--- src/rtl/rx_frame_ctrl.sv ---
// rx_frame_ctrl: drains the RX FIFO, filters on destination MAC and length, and hands accepted frames to the host buffer
module rx_frame_ctrl #(
    parameter int BUF_AW  = 11,
    parameter int MIN_LEN = 64,
    parameter int MAX_LEN = 1518
) (
    input  logic              clk,
    input  logic              rst,
    input  logic [47:0]       mac_addr,
    input  logic              promisc,
    input  logic              fifo_empty,
    output logic              fifo_rden,
    input  logic [7:0]        fifo_dout,
    input  logic              fifo_EOD_out,
    output logic              buf_we,
    output logic [BUF_AW-1:0] buf_addr,
    output logic [7:0]        buf_wdata,
    output logic              desc_valid,
    input  logic              desc_ready,
    output logic [10:0]       desc_len,
    output logic              desc_bcast,
    output logic [15:0]       frame_cnt,
    output logic [15:0]       drop_cnt
);
    typedef enum logic [1:0] {RECV, DROP, DESC} state_t;

    localparam logic [BUF_AW:0] CMAX = (BUF_AW+1)'(MAX_LEN);
    localparam logic [BUF_AW:0] CMIN = (BUF_AW+1)'(MIN_LEN);
    localparam logic [BUF_AW:0] C5   = (BUF_AW+1)'(5);
    localparam logic [BUF_AW:0] C6   = (BUF_AW+1)'(6);

    state_t          state, state_n;
    logic            rd_pend;
    logic [BUF_AW:0] cnt, cnt_inc;
    logic            match, bc, match_n, bc_n;
    logic            hdr, at_max, runt, miss;
    logic [7:0]      mac_byte;
    logic            drop_evt, clr;

    // Header byte compare: running address match and broadcast flags over bytes 0..5
    always_comb begin
        cnt_inc  = cnt + 1'b1;
        hdr      = cnt < C6;
        at_max   = cnt == CMAX;
        mac_byte = 8'(mac_addr >> {3'd5 - cnt[2:0], 3'b000});
        match_n  = hdr ? (match && fifo_dout == mac_byte) : match;
        bc_n     = hdr ? (bc && fifo_dout == 8'hFF) : bc;
        runt     = (cnt_inc < CMIN) || (cnt < C5);
        miss     = (cnt == C5) && !(match_n || bc_n || promisc);
    end

    // State register
    always_ff @(posedge clk) begin
        if (rst)
            state <= RECV;
        else
            state <= state_n;
    end

    // Next state plus the drop/clear events that accompany each transition
    always_comb begin
        state_n  = state;
        drop_evt = 1'b0;
        clr      = 1'b0;
        if (state == RECV && rd_pend) begin
            if (at_max) begin
                drop_evt = 1'b1;
                clr      = 1'b1;
                state_n  = fifo_EOD_out ? RECV : DROP;
            end else if (fifo_EOD_out) begin
                drop_evt = runt || miss;
                clr      = runt || miss;
                state_n  = (runt || miss) ? RECV : DESC;
            end else if (miss) begin
                drop_evt = 1'b1;
                clr      = 1'b1;
                state_n  = DROP;
            end
        end else if (state == DROP && rd_pend && fifo_EOD_out) begin
            clr     = 1'b1;
            state_n = RECV;
        end else if (state == DESC && desc_ready) begin
            clr     = 1'b1;
            state_n = RECV;
        end
    end

    // Outputs: one read in flight at a time, buffer writes only while receiving
    always_comb begin
        fifo_rden  = (state != DESC) && !fifo_empty && !rd_pend;
        buf_we     = (state == RECV) && rd_pend && !at_max;
        buf_addr   = cnt[BUF_AW-1:0];
        buf_wdata  = buf_we ? fifo_dout : 8'h00;
        desc_valid = state == DESC;
    end

    // Datapath: read tracking, byte count, filter flags, descriptor and saturating counters
    always_ff @(posedge clk) begin
        if (rst) begin
            rd_pend    <= 1'b0;
            cnt        <= '0;
            match      <= 1'b1;
            bc         <= 1'b1;
            desc_len   <= '0;
            desc_bcast <= 1'b0;
            frame_cnt  <= '0;
            drop_cnt   <= '0;
        end else begin
            rd_pend <= fifo_rden;
            if (clr) begin
                cnt   <= '0;
                match <= 1'b1;
                bc    <= 1'b1;
            end else if (buf_we) begin
                cnt   <= cnt_inc;
                match <= match_n;
                bc    <= bc_n;
            end
            if (state == RECV && state_n == DESC) begin
                desc_len   <= 11'(cnt_inc);
                desc_bcast <= bc_n;
            end
            if (drop_evt && drop_cnt != 16'hFFFF)
                drop_cnt <= drop_cnt + 1'b1;
            if (state == DESC && desc_ready && frame_cnt != 16'hFFFF)
                frame_cnt <= frame_cnt + 1'b1;
        end
    end
endmodule

--- config.mk ---
export PLATFORM = sky130hd
export DESIGN_NAME = rx_frame_ctrl
export DESIGN_NICKNAME = d
export VERILOG_FILES = /design/src/rtl/rx_frame_ctrl.sv
export SDC_FILE = /design/constraint.sdc
export NUM_CORES = 1
export LEC_CHECK = 0
export ABC_CLOCK_PERIOD_IN_PS = 2700
export BUFFER_PORTS_ARGS = -buffer_cell sky130_fd_sc_hd__buf_4
export CORE_ASPECT_RATIO = 2
export CORE_MARGIN = 2
export CORE_UTILIZATION = 46
export DETAILED_ROUTE_END_ITERATION = 7
export HOLD_SLACK_MARGIN = 0.02
export PLACE_DENSITY = 0.84
export SYNTH_ARGS = -nofsm -noshare
export SYNTH_HDL_FRONTEND = slang
export SYNTH_SLANG_ARGS = --single-unit
--- constraint.sdc ---
create_clock -name clk -period 2.7 [get_ports clk]
set_clock_uncertainty 0.1 [all_clocks]
set_input_delay 0.54 -clock clk [delete_from_list [all_inputs] [get_ports clk]]
set_output_delay 0.54 -clock clk [all_outputs]
set_load 0.03 [all_outputs]
==> impl_metrics.ini, run 1 <==
[pwr]
ir_drop_v = 0.000354
leakagePower_nw = 2.46
cellPowerDensity_mw_per_mm2 = 473

[finish]
instances_no_fill = 722
n_antenna_cell = 0
final_cell_mix = 173 x buf_4, 59 x dfxtp_1, 50 x nor2_1
design_area_sq_mm = 0.00584
area_growth_pct = 56.3
drive_gt1_share_pct = 44.1
finalNetCount = 690
mostFrequentLayoutCell = buf_4

[setup_path]
slowest_stage = nor4_4
r2r_slack_ns = -0.34
cp_max_fo = 6
critPathBufInv = 1
worstPathArrival_ns = 3.20
cp-end-kind = flip-flop
cpPeakStageDelay_ns = 0.42
critPathRequiredTime_ns = 2.86
critPathLaunchType = flip-flop
crit_family = simple AND/OR/NAND/NOR gates
crit_type = reg2reg
worstReg2RegStart = cnt[1]
r2r-end = cnt[2]
worst-path-stages = 10
critPathLaunch = cnt[1]
setup.worst_path.end = cnt[2]
worstPathCellList = ha_1, nor2_2, nand2_1, a32oi_2, nand3_2, nor4_4, o21bai_2, o32a_1, buf_12, nor2_1
reg2reg_depth = 10

[clocking]
clk_pin_slew_ns = 0.05
numCtsBuffers = 9
insertion_delay_ns = 0.34
cts_tree = built
cts_root_buffer = clkbuf_16
cts.path.max_buffers = 2
htreeDepth = 3
cts_sinks = 61

[hold_path]
min_path_type = in2reg

[sta]
setup_viol = 51
setup_slack_ns = -0.340
fin_crit_ns = 3.04
worst_hold_slack_ns = 0.279
final_max_slew_viol_count = 0
max_freq_ghz = 0.329
worst_slew_pin_slew_ns = 0.644
grt_setup_unrepaired = true
hold_viol = 0
timing.final.crit_share_pct = 113
slew_headroom_pct = 56.6

[route]
antenna_left = 0
wl_mm = 13.9
vias = 4368
avgRoutedWirePerCell_um = 19.3
drtIter0Drc = 385
viasPerCell = 6.05
drc_errors = 0
drt_pass1_iterations = 5

[placement]
port-buffer-count = 127
placed_area_sq_mm = 0.00493
hpwl_mm = 8.38
place.gp.congestion = 0.865
dp.cells = 672

[job]
maxCapViolations = 0

[floorplanning]
rows = 46
core_sq_mm = 0.00789
initial_core_util_pct = 47.4
die_w_um = 67.7
pin_count = 128
fp.dieH_um = 131
design.die.area_sq_mm = 0.00890

[logic_synthesis]
synth-seq-area-share_pct = 32.7
synthCells = 445
ys_types = 49
yosysWarnings = 0
synthArstFlopShare_pct = 0
netlist_area_sq_mm = 0.00373
ys_ff_latch = 61
yosys.area.top_type = dfxtp_1
yosys-top-cells-area = dfxtp_1 33%, xor2_1 6.3%, nor2_1 5.8%, xnor2_1 4.5%, mux2i_1 4.3%
synth_edf_count = 0
synth_top_area_share_pct = 32.7
syn_avg_cell_area_sq_um = 8.39
synth_ff_type = dfxtp_1
synth_nets = 514

[global_route]
antenna_found_initial = 0
grt_pass1_wl_mm = 19.3
grt_pass1_vias = 4308
grt_max_degree = 50
grt_usage_pct = 28.3
overflow = 0

[outcome]
outcome = finished, violations left
violations = negative setup slack
flip-flops by register name (all words and copies together), names as in the netlist:
name and count:
drop_cnt 16, frame_cnt 16, cnt 12, desc_len 11, state 2, bc 1
desc_bcast 1, match 1, rd_pend 1
cells in the mapped netlist (5+ instances only):
master	number
mux2_2	5
nand3_1	20
o21ai_0	22
buf_4	12
or4_1	7
a211oi_1	11
or3_1	13
and2_1	15
buf_2	6
xor2_1	27
xnor2_1	19
and4_1	5
nor2_1	58
nor3_1	7
nand4_1	11
nand2_1	30
mux2i_1	16
dfxtp_1	61
a22oi_1	5
a21oi_1	15
and3_1	9
clkbuf_1	14
inv_1	6
ha_1	7
per-stage QoR:
step	setup slack [ns]	setup TNS, ns	utilization, %	power, W
CTS	-0.125	-1.87	69.6	0.00264
finish	-0.340	-9.03	74.0	0.00276
detailed placement	-0.313	-7.78	62.5	0.00140
global placement	-0.243	-5.64	62.5	0.00139
global route	-0.419	-12.33	74.0	0.00282
floorplan	0.00292	0	-	0.00123
area by class of cell:
type / instances / area [sq um]
Multi-Input combinational cell: 345 / 2520
Fill cell: 488 / 2050
Timing Repair Buffer: 198 / 1620
Sequential cell: 61 / 1230
Clock buffer: 12 / 267
Tap cell: 96 / 120
Clock inverter: 4 / 45.0
Inverter: 6 / 27.5
power breakdown:
group | internal [W] | switching (W)
sequential | 0.000919 | 0.0000206
clock | 0.000784 | 0.000411
combinational | 0.000320 | 0.000303
kinds of logic after synthesis:
kind of cell               share of synthesized area (%)
adders and majority gates                           2.35
and+or+nand+nor                                     25.5
buffers and inverters                               6.43
AOI/OAI and AO/OA                                   13.6
muxes                                               8.61
xor gates and xnor gates                            10.8
DFF                                                 32.7
worst min path at each step:
| stage | from | slack [ns] | end | cells after the start |
|---|---|---|---|---|
| floorplan | rd_pend | 0.33 | rd_pend | 1 |
| global placement | drop_cnt[6] | 0.37 | drop_cnt[6] | 2 |
| detailed placement | match | 0.39 | match | 2 |
| CTS | fifo_empty | 0.28 | rd_pend | 2 |
| global route | fifo_empty | 0.29 | rd_pend | 2 |
| finish | fifo_empty | 0.28 | rd_pend | 2 |
worst reg2reg max path, delay by kind of cell (launching register included):
kind | cells | cell delay, ns
flops | 1 | 0.38
compound gates | 3 | 0.86
buf+inv | 1 | 0.19
simple gates | 5 | 1.09
fa+ha+maj | 1 | 0.34
layer usage:
metal / vias to the layer above / wire length, um / global-route usage, %
met1: 2060 / 4210 / 25.5
met3: 85 / 1040 / 6.42
met5: - / 0 / 0
li1: 1935 / - / -
met2: 288 / 7710 / 51.3
met4: 0 / 994 / 20.1
repair_timing:
action                                  in CTS  in global routing
setup buffers                               11                 18
gates resized for setup                     41                 43
cloned                                       2                  4
hold buffers                                 0                  0
endpoints found under the setup margin      39                 52
hold endpoints to repair                     0                  0
pin swaps                                   10                 28
Note: power is estimated with default switching activity, not from simulation.
==> inputs of run 2 (changes only) <==
--- a/config.mk
+++ b/config.mk
@@ -5,14 +5,15 @@
 export SDC_FILE = /design/constraint.sdc
 export NUM_CORES = 1
 export LEC_CHECK = 0
+export ABC_AREA = 1
 export ABC_CLOCK_PERIOD_IN_PS = 2700
 export BUFFER_PORTS_ARGS = -buffer_cell sky130_fd_sc_hd__buf_4
 export CORE_ASPECT_RATIO = 2
 export CORE_MARGIN = 2
-export CORE_UTILIZATION = 46
+export CORE_UTILIZATION = 47
 export DETAILED_ROUTE_END_ITERATION = 7
 export HOLD_SLACK_MARGIN = 0.02
-export PLACE_DENSITY = 0.84
+export PLACE_DENSITY = 0.85
 export SYNTH_ARGS = -nofsm -noshare
 export SYNTH_HDL_FRONTEND = slang
 export SYNTH_SLANG_ARGS = --single-unit
==> run 2 against run 1 <==
Net effect:
- worst hold slack better by 0.0025 ns
- area after synthesis up 6.3%
- cell count up 16%
- critical path type is now reg2out
- critical path depth down 1
- global-route usage down 1.3 points
- non-clock buffer count down 52
- the flow now finishes without violations
- total power down 0.54%
- sequential share of layout area up 1.9 points
- sequential power up 3.4%
- largest cell class unchanged
- maximum frequency up 14%
==> impl_metrics.ini, run 2 <==
[clocking]
insertion_delay_ns = 0.33
numCtsBuffers = 9
cts_root_buffer = clkbuf_16
cts_tree = built
clk_pin_slew_ns = 0.05
cts.path.max_buffers = 2
htreeDepth = 3
cts_sinks = 61

[setup_path]
critPathLaunchType = flip-flop
critPathRequiredTime_ns = 2.06
cp_max_fo = 14
worstPathArrival_ns = 2.03
crit_type = reg2out
cp-end-kind = primary output

[finish]
nFillCells = 710
design_area_sq_mm = 0.00535
n_antenna_cell = 0
finalNetCount = 804
reg_top3 = drop_cnt x16, frame_cnt x16, cnt x12
mostFrequentLayoutCell = nand2_1
drive_gt1_share_pct = 27.3
area_growth_pct = 34.6
final_cell_mix = 172 x nand2_1, 142 x buf_4, 61 x nor2_1

[sta]
final_max_slew_viol_count = 0
timing.final.crit_share_pct = 98.7
hold_viol = 0
worst_slew_pin_slew_ns = 0.597
slew_headroom_pct = 60.0
fin_crit_ns = 2.67
max_freq_ghz = 0.375
setup_slack_ns = 0.0339
setup_viol = 0
setup_tns_ns = 0

[logic_synthesis]
synthCells = 609
ys_ff_latch = 61
netlist_area_sq_mm = 0.00397
synthArstFlopShare_pct = 0
synth_edf_count = 0
synth_nets = 678
synth_top_area_share_pct = 30.8
synth-seq-area-share_pct = 30.8
ys_types = 38
yosysWarnings = 0
yosys-top-cells-area = dfxtp_1 31%, nand2_1 16%, nor2_1 6.0%, inv_1 5.7%, nand3_1 4.3%
yosys.area.top_type = dfxtp_1
synth_most_common_cell = nand2_1
synth_common_cells = 173 x nand2_1, 63 x nor2_1, 61 x dfxtp_1
syn_avg_cell_area_sq_um = 6.52
synth_ff_type = dfxtp_1

[floorplanning]
core_sq_mm = 0.00823
pin_count = 128
initial_core_util_pct = 48.2
die_w_um = 69.0
rows = 47
fp.dieH_um = 134
design.die.area_sq_mm = 0.00924

[pwr]
ir_drop_v = 0.000340
total_power_w = 0.00274
leakagePower_nw = 2.46
cellPowerDensity_mw_per_mm2 = 513

[placement]
placed_area_sq_mm = 0.00496
port-buffer-count = 127
hpwl_mm = 9.17
dpl_worst_slack_ns = 0.0821
place.gp.congestion = 0.968

[route]
antenna_left = 0
avgRoutedWirePerCell_um = 14.9
drc_errors = 0
vias = 4631
viasPerCell = 5.53
wl_mm = 12.5
drtIter0Drc = 321
drt_pass1_iterations = 5

[global_route]
grt_max_degree = 32
antenna_found_initial = 0
grt_pass1_wl_mm = 19.3
grt_pass1_vias = 4439
overflow = 0
grt_usage_pct = 26.9

[outcome]
outcome = complete, no violations

[hold_path]
min_path_type = in2reg

[job]
maxCapViolations = 0
run 2: where the power goes:
| group | switching (W) | internal (W) |
|---|---|---|
| clock network | 0.000405 | 0.000732 |
| logic | 0.000377 | 0.000257 |
| registers | 0.0000399 | 0.000931 |
run 2: final timing paths:
path                                 start  slack [ns]  cells after the start            to
worst max register to register      cnt[2]        0.06                     14   drop_cnt[6]
worst min register to register          bc        0.39                      2            bc
worst max-delay path                cnt[0]        0.03                      9  buf_wdata[2]
worst min-delay path            fifo_empty        0.28                      2       rd_pend
run 2: per-stage QoR:
stage | utilization, % | hold slack [ns] | cells
finish | 64.9 | 0.282 | 838
detailed placement | 60.2 | 0.379 | 817
CTS | 63.9 | 0.273 | 835
global placement | 60.2 | 0.366 | 817
global route | 64.9 | 0.277 | 838
floorplan | - | 0.346 | 609
run 2: logic make-up after synthesis:
group           count (synthesis)  share of synthesized area [%]
xor+xnor                       22                           4.85
simple gates                  330                           36.7
fa+ha+maj                       7                           2.21
buf+inv                        98                           11.8
flops                          61                           30.8
compound gates                 91                           13.6
run 2: what timing repair did:
| action | 4_1_cts | 5_1_grt |
|---|---|---|
| endpoints found under the hold margin | 0 | 0 |
| hold buffers | 0 | 0 |
| setup endpoints to repair | 9 | 39 |
| cloned | 1 | 1 |
| pin swaps | 0 | 4 |
| setup buffers | 1 | 2 |
| resized for setup | 3 | 16 |
run 2: metal layers:
| layer | vias to the layer above | GRT usage, % | routed length, um | share of wire (%) |
|---|---|---|---|---|
| li1 | 2225 | - | - | - |
| met1 | 2105 | 25.6 | 4170 | 33 |
| met2 | 234 | 49.5 | 6730 | 54 |
| met3 | 67 | 5.70 | 845 | 6.8 |
| met4 | 0 | 15.8 | 714 | 5.7 |
| met5 | - | 0 | 0 | 0 |
run 2: worst max-delay path, stage by stage (launching register included):
cell and delay (ns):
dfxtp_4 0.41, inv_6 0.08, ha_2 0.19, nand3_2 0.09, nor4_2 0.05, and2_4 0.19
nor2_4 0.18, clkinvlp_4 0.21, nor2_2 0.16, buf_6 0.14
run 2: area by class of cell:
cell class                 instances  area (sq um)  area share [%]
clock inverter                     5          50.0           0.936
inverter                          65           249            4.66
timing repair inverter             2          11.3           0.211
multi-input combinational        450          2320            43.4
clock buffer                      11           243            4.54
tap                               98           123            2.29
sequential                        61          1230            23.0
timing repair buffer             146          1120            21.0
